## src/rtl/mem_responder.sv

```systemverilog
// mem_responder: unified memory port for the multicycle CPU.
// Boots a program image from a valid/ready loader into word RAM while holding
// the CPU in reset, then serves CPU reads/writes and one memory-mapped
// output register.
module mem_responder #(
  parameter int          DEPTH      = 64,
  parameter int          BOOT_WORDS = 64,
  parameter logic [31:0] IO_ADDR    = 32'hFFFF_FFFC
) (
  input  logic        clk,
  input  logic        reset,
  input  logic        load_valid,
  input  logic [31:0] load_data,
  output logic        load_ready,
  output logic        cpu_reset,
  output logic        boot_done,
  input  logic [31:0] adr,
  input  logic [31:0] writedata,
  input  logic        memwrite,
  output logic [31:0] readdata,
  output logic [31:0] io_out,
  output logic        io_strobe,
  output logic        addr_err
);

  localparam int AW = $clog2(DEPTH);

  typedef enum logic [1:0] {
    BOOT    = 2'd0,
    RELEASE = 2'd1,
    RUN     = 2'd2
  } state_t;

  state_t        state;
  logic [AW-1:0] cnt;
  logic [31:0]   mem [DEPTH];

  logic          run;
  logic          io_hit;
  logic          ram_hit;
  logic [AW-1:0] idx;
  logic          transfer;
  logic          last_word;
  logic          cpu_wr;
  logic          unused_adr_bits;

  assign run       = (state == RUN);
  assign io_hit    = (adr == IO_ADDR);
  // Word index fits in the RAM only when every bit above it is zero.
  assign ram_hit   = (adr[31:AW+2] == '0);
  assign idx       = adr[AW+1:2];
  assign transfer  = load_valid && load_ready;
  assign last_word = (cnt == AW'(BOOT_WORDS - 1));
  assign cpu_wr    = run && memwrite;
  // Byte offset is ignored: every access is a full word.
  assign unused_adr_bits = ^adr[1:0];

  // Boot sequencing: count loader words, then release the CPU via one RELEASE cycle.
  always_ff @(posedge clk) begin
    if (reset) begin
      state      <= BOOT;
      cnt        <= '0;
      load_ready <= 1'b1;
      cpu_reset  <= 1'b1;
      boot_done  <= 1'b0;
    end else begin
      case (state)
        BOOT: begin
          if (transfer) begin
            cnt <= cnt + 1'b1;
            if (last_word) begin
              state      <= RELEASE;
              load_ready <= 1'b0;
            end
          end
        end
        RELEASE: begin
          state     <= RUN;
          cpu_reset <= 1'b0;
          boot_done <= 1'b1;
        end
        RUN: begin
          state <= RUN;
        end
        default: begin
          state      <= BOOT;
          cnt        <= '0;
          load_ready <= 1'b1;
          cpu_reset  <= 1'b1;
          boot_done  <= 1'b0;
        end
      endcase
    end
  end

  // Word RAM write port: loader words during boot, CPU stores to RAM range in run.
  // Contents survive reset; the reset edge itself performs no write.
  always_ff @(posedge clk) begin
    if (!reset) begin
      if (transfer) begin
        mem[cnt] <= load_data;
      end else if (cpu_wr && !io_hit && ram_hit) begin
        mem[idx] <= writedata;
      end
    end
  end

  // Output register, its write strobe, and the sticky out-of-range store flag.
  always_ff @(posedge clk) begin
    if (reset) begin
      io_out    <= '0;
      io_strobe <= 1'b0;
      addr_err  <= 1'b0;
    end else begin
      io_strobe <= cpu_wr && io_hit;
      if (cpu_wr && io_hit) begin
        io_out <= writedata;
      end
      if (cpu_wr && !io_hit && !ram_hit) begin
        addr_err <= 1'b1;
      end
    end
  end

  // Combinational read path; the CPU samples it on its next edge.
  always_comb begin
    readdata = '0;
    if (run) begin
      if (io_hit) begin
        readdata = io_out;
      end else if (ram_hit) begin
        readdata = mem[idx];
      end
    end
  end

endmodule

```

## config.mk

```make
export PLATFORM = sky130hd
export DESIGN_NAME = mem_responder
export DESIGN_NICKNAME = d
export VERILOG_FILES = /design/src/rtl/mem_responder.sv
export SDC_FILE = /design/constraint.sdc
export NUM_CORES = 2
export LEC_CHECK = 0
export CAP_MARGIN = 20
export CELL_PAD_IN_SITES_DETAIL_PLACEMENT = 0
export CELL_PAD_IN_SITES_GLOBAL_PLACEMENT = 1
export CORE_ASPECT_RATIO = 1.25
export CORE_MARGIN = 3
export CORE_UTILIZATION = 35
export CTS_CLUSTER_DIAMETER = 150
export DETAILED_ROUTE_END_ITERATION = 8
export GPL_TIMING_DRIVEN = 0
export PLACE_DENSITY = 0.6
export SETUP_SLACK_MARGIN = 0.3
export SYNTH_ARGS = -nofsm -noshare
export SYNTH_HDL_FRONTEND = slang
export SYNTH_SLANG_ARGS = --single-unit
```

## constraint.sdc

```tcl
create_clock -name clk -period 5.9 [get_ports clk]
set_input_delay 0.59 -clock clk [delete_from_list [all_inputs] [get_ports clk]]
set_output_delay 0.59 -clock clk [all_outputs]
set_load 0.005 [all_outputs]
```

==> flow_summary.json <==
{
  "status": "finished clean",
  "routabilityCongestion": 0.9179,
  "crit_path_start_kind": "input pin",
  "antenna_found_initial": 19,
  "syn_area_um2": 81230,
  "skew_ns": 0.02645,
  "final_nets": 4583,
  "grt_pass1_vias": 43230,
  "cts-root-buf": "clkbuf_16",
  "utilization_pct": 42.01,
  "tns_ns": 0,
  "core_area_um2": 230700,
  "setup_slack_ns": 0.1356,
  "slew_viol_final": 0,
  "crit_path_end_kind": "output pin",
  "clock_sinks": 2093,
  "async_reset_ff_share_pct": 0,
  "gr-total-overflow": 0,
  "drive_gt1_share_pct": 27.04,
  "htree_num_levels": 4,
  "rsz0062_at_grt": "false",
  "postPlaceCellArea_um2": 90420,
  "grt_pass1_wl_mm": 361.2,
  "routed_via_density": 5.545,
  "cp_common_cell": "clkdlybuf4s50_1",
  "antenna_left": 0,
  "synth_edf_count": 2048,
  "timing.final.crit_share_pct": 97.70,
  "syn_avg_cell_area_um2": 21.04,
  "hold_viol": 0,
  "drt_iter0_drc": 4703,
  "fin_area_um2": 96920,
  "min_period_ns": 5.764,
  "synthToLayoutAreaGrowth_pct": 19.31,
  "irDropWorstVdd_mv": 0.2263,
  "slew_headroom_pct": 2.127,
  "setup_viol": 0,
  "clk_latency_ns": 0.82,
  "rows": 197,
  "place_inst": 7353,
  "cp_data_arrival_time_ns": 5.17,
  "power_density_nw_per_um2": 312.6,
  "synthFlopType": "edfxtp_1",
  "final_common_cell": "edfxtp_1",
  "clk_path_buf_depth": 4,
  "critical_path.top_delay_family": "simple AND/OR/NAND/NOR gates",
  "synth_cell_type_count": 57,
  "cp_slowest_stage_delay_ns": 0.73,
  "nFillCells": 20260,
  "yosysWarnings": 0,
  "cts.clk_slew.worst_paths_ns": 0.06,
  "cts_buffers": 202,
  "drc": 0,
  "path_cells": "clkdlybuf4s50_1 -> or4_4 -> nor2_4 -> nand4_1 -> nor2_1 -> clkbuf_1 -> nand2_1 -> o211ai_1 -> clkdlybuf4s50_1",
  "final_cell_mix": "edfxtp_1, mux4_2, mux2i_1",
  "holdWs_ns": 0.3411,
  "hold_class": "in -> reg",
  "grtUsageTotal_pct": 21.99,
  "dp_slack_ns": -0.7538,
  "synth-seq-cells": 2093,
  "worst-path-max-fanout": 10,
  "cp_slowest_cell": "clkbuf_1",
  "hpwl_mm": 190.7,
  "p_leak_nw": 30.66,
  "postCtsSetupRepairBufs": 0,
  "pin_count": 169,
  "cts_tree": "yes",
  "design.die.area_um2": 237900,
  "portBuffers": 164,
  "stdcell_count": 7725,
  "total_power_mw": 30.29,
  "worst_slew_pin_slew_ns": 1.468,
  "die_w_um": 436.9,
  "dr_total_vias": 42840,
  "cp.required_ns": 5.31,
  "critPathBufInv": 3,
  "grt_max_degree": 65,
  "drtPass1Iterations": 8,
  "fmax_mhz": 173.5,
  "synth_fp_nets": 3965,
  "postSynthCellCount": 3861,
  "die_h_um": 544.6,
  "initial_core_util_pct": 35.21,
  "max_cap_violations": 0,
  "cts_hold_buf": 0,
  "wl_per_cell_um": 34.36,
  "path_class": "in -> out",
  "routed_wirelength_mm": 265.4,
  "seq_area_frac_synth_pct": 76.82
}
==> metal layers <==
| metal | GRT usage (%) | vias up | wire length (um) |
|---|---|---|---|
| met5 | 0 | - | 50 |
| met4 | 10.74 | 8 | 15240 |
| met3 | 3.254 | 513 | 17210 |
| met2 | 38.15 | 1849 | 134400 |
| met1 | 26.92 | 23000 | 98490 |
| li1 | - | 17460 | - |
==> cell families (layout without fill, tap and decap cells) <==
kind of cell,count (synthesis),in the layout,synth area share [%]
compound gates,421,421,3.637
fa+ha+maj,4,4,0.06162
buf+inv,236,1013,1.582
flops,2093,2093,76.82
mux,719,719,15.68
other cells,0,3,0
simple gates,388,388,2.221
==> registers in the layout, summed over array words and instances, names as in the netlist <==
| register | cells |
|---|---|
| io_out | 32 |
| addr_err | 1 |
| boot_done | 1 |
| load_ready | 1 |
| io_strobe | 1 |
| cnt | 6 |
| cpu_reset | 1 |
| mem | 2048 |
| state | 2 |
==> tightest hold or removal path: cells and delay by family <==
family                 cells  cell delay [ns]
buffers and inverters      1             0.42
AND/OR/NAND/NOR            1             0.06
AO/OA/AOI/OAI              1             0.05
==> final cells by class <==
type | count | area (um2) | share of cell area [%]
Sequential cell | 2093 | 62400 | 64.39
Multi-Input combinational cell | 1532 | 18090 | 18.66
Clock buffer | 258 | 5389 | 5.560
Timing Repair Buffer | 414 | 5071 | 5.233
Tap cell | 3084 | 3859 | 3.982
Buffer | 231 | 1323 | 1.365
Clock inverter | 105 | 762.0 | 0.7862
Inverter | 5 | 18.77 | 0.01937
Antenna cell | 3 | 7.507 | 0.007746
==> final timing paths <==
kind                      startpoint                     end  slack (ns)  depth (start not counted)
max reg2reg  load_ready$_SDFFE_PP1P_   mem[19][16]$_DFFE_PP_        1.99                          9
max                          adr[12]            readdata[23]        0.14                          9
min                     writedata[4]  io_out[4]$_SDFFE_PP0P_        0.34                          3
min reg2reg   boot_done$_SDFFE_PP0N_  boot_done$_SDFFE_PP0N_        0.48                          2
==> repair_timing <==
item,4_1_cts,5_1_grt
resized for setup,44,6
pin swaps,2,1
endpoints found under the setup margin,32,7
==> report_power, final <==
part           total (mW)  internal, mW  switching, mW
clock network        12.3          6.87           5.46
registers            16.3          16.3        0.00640
logic                1.64         0.561           1.08
total                30.3          23.8           6.54
==> cell usage after synthesis, drive strengths merged, types with 25 or more instances <==
cell type / n / area (um2)
o221ai: 25 / 219.0
mux2i: 247 / 2476
dfxtp: 45 / 900.9
a22oi: 70 / 525.5
a21oi: 114 / 604.3
nor2b: 29 / 181.4
nand2: 176 / 660.6
a211oi: 43 / 322.8
o21ai: 39 / 195.2
buf: 157 / 984.7
nor3: 57 / 300.3
mux4: 439 / 9887
edfxtp: 2048 / 61500
o22ai: 25 / 156.4
a32oi: 37 / 331.6
clkbuf: 74 / 281.5
nor2: 62 / 250.2
mux2: 33 / 371.6
Power figures use the tool's default switching activity.
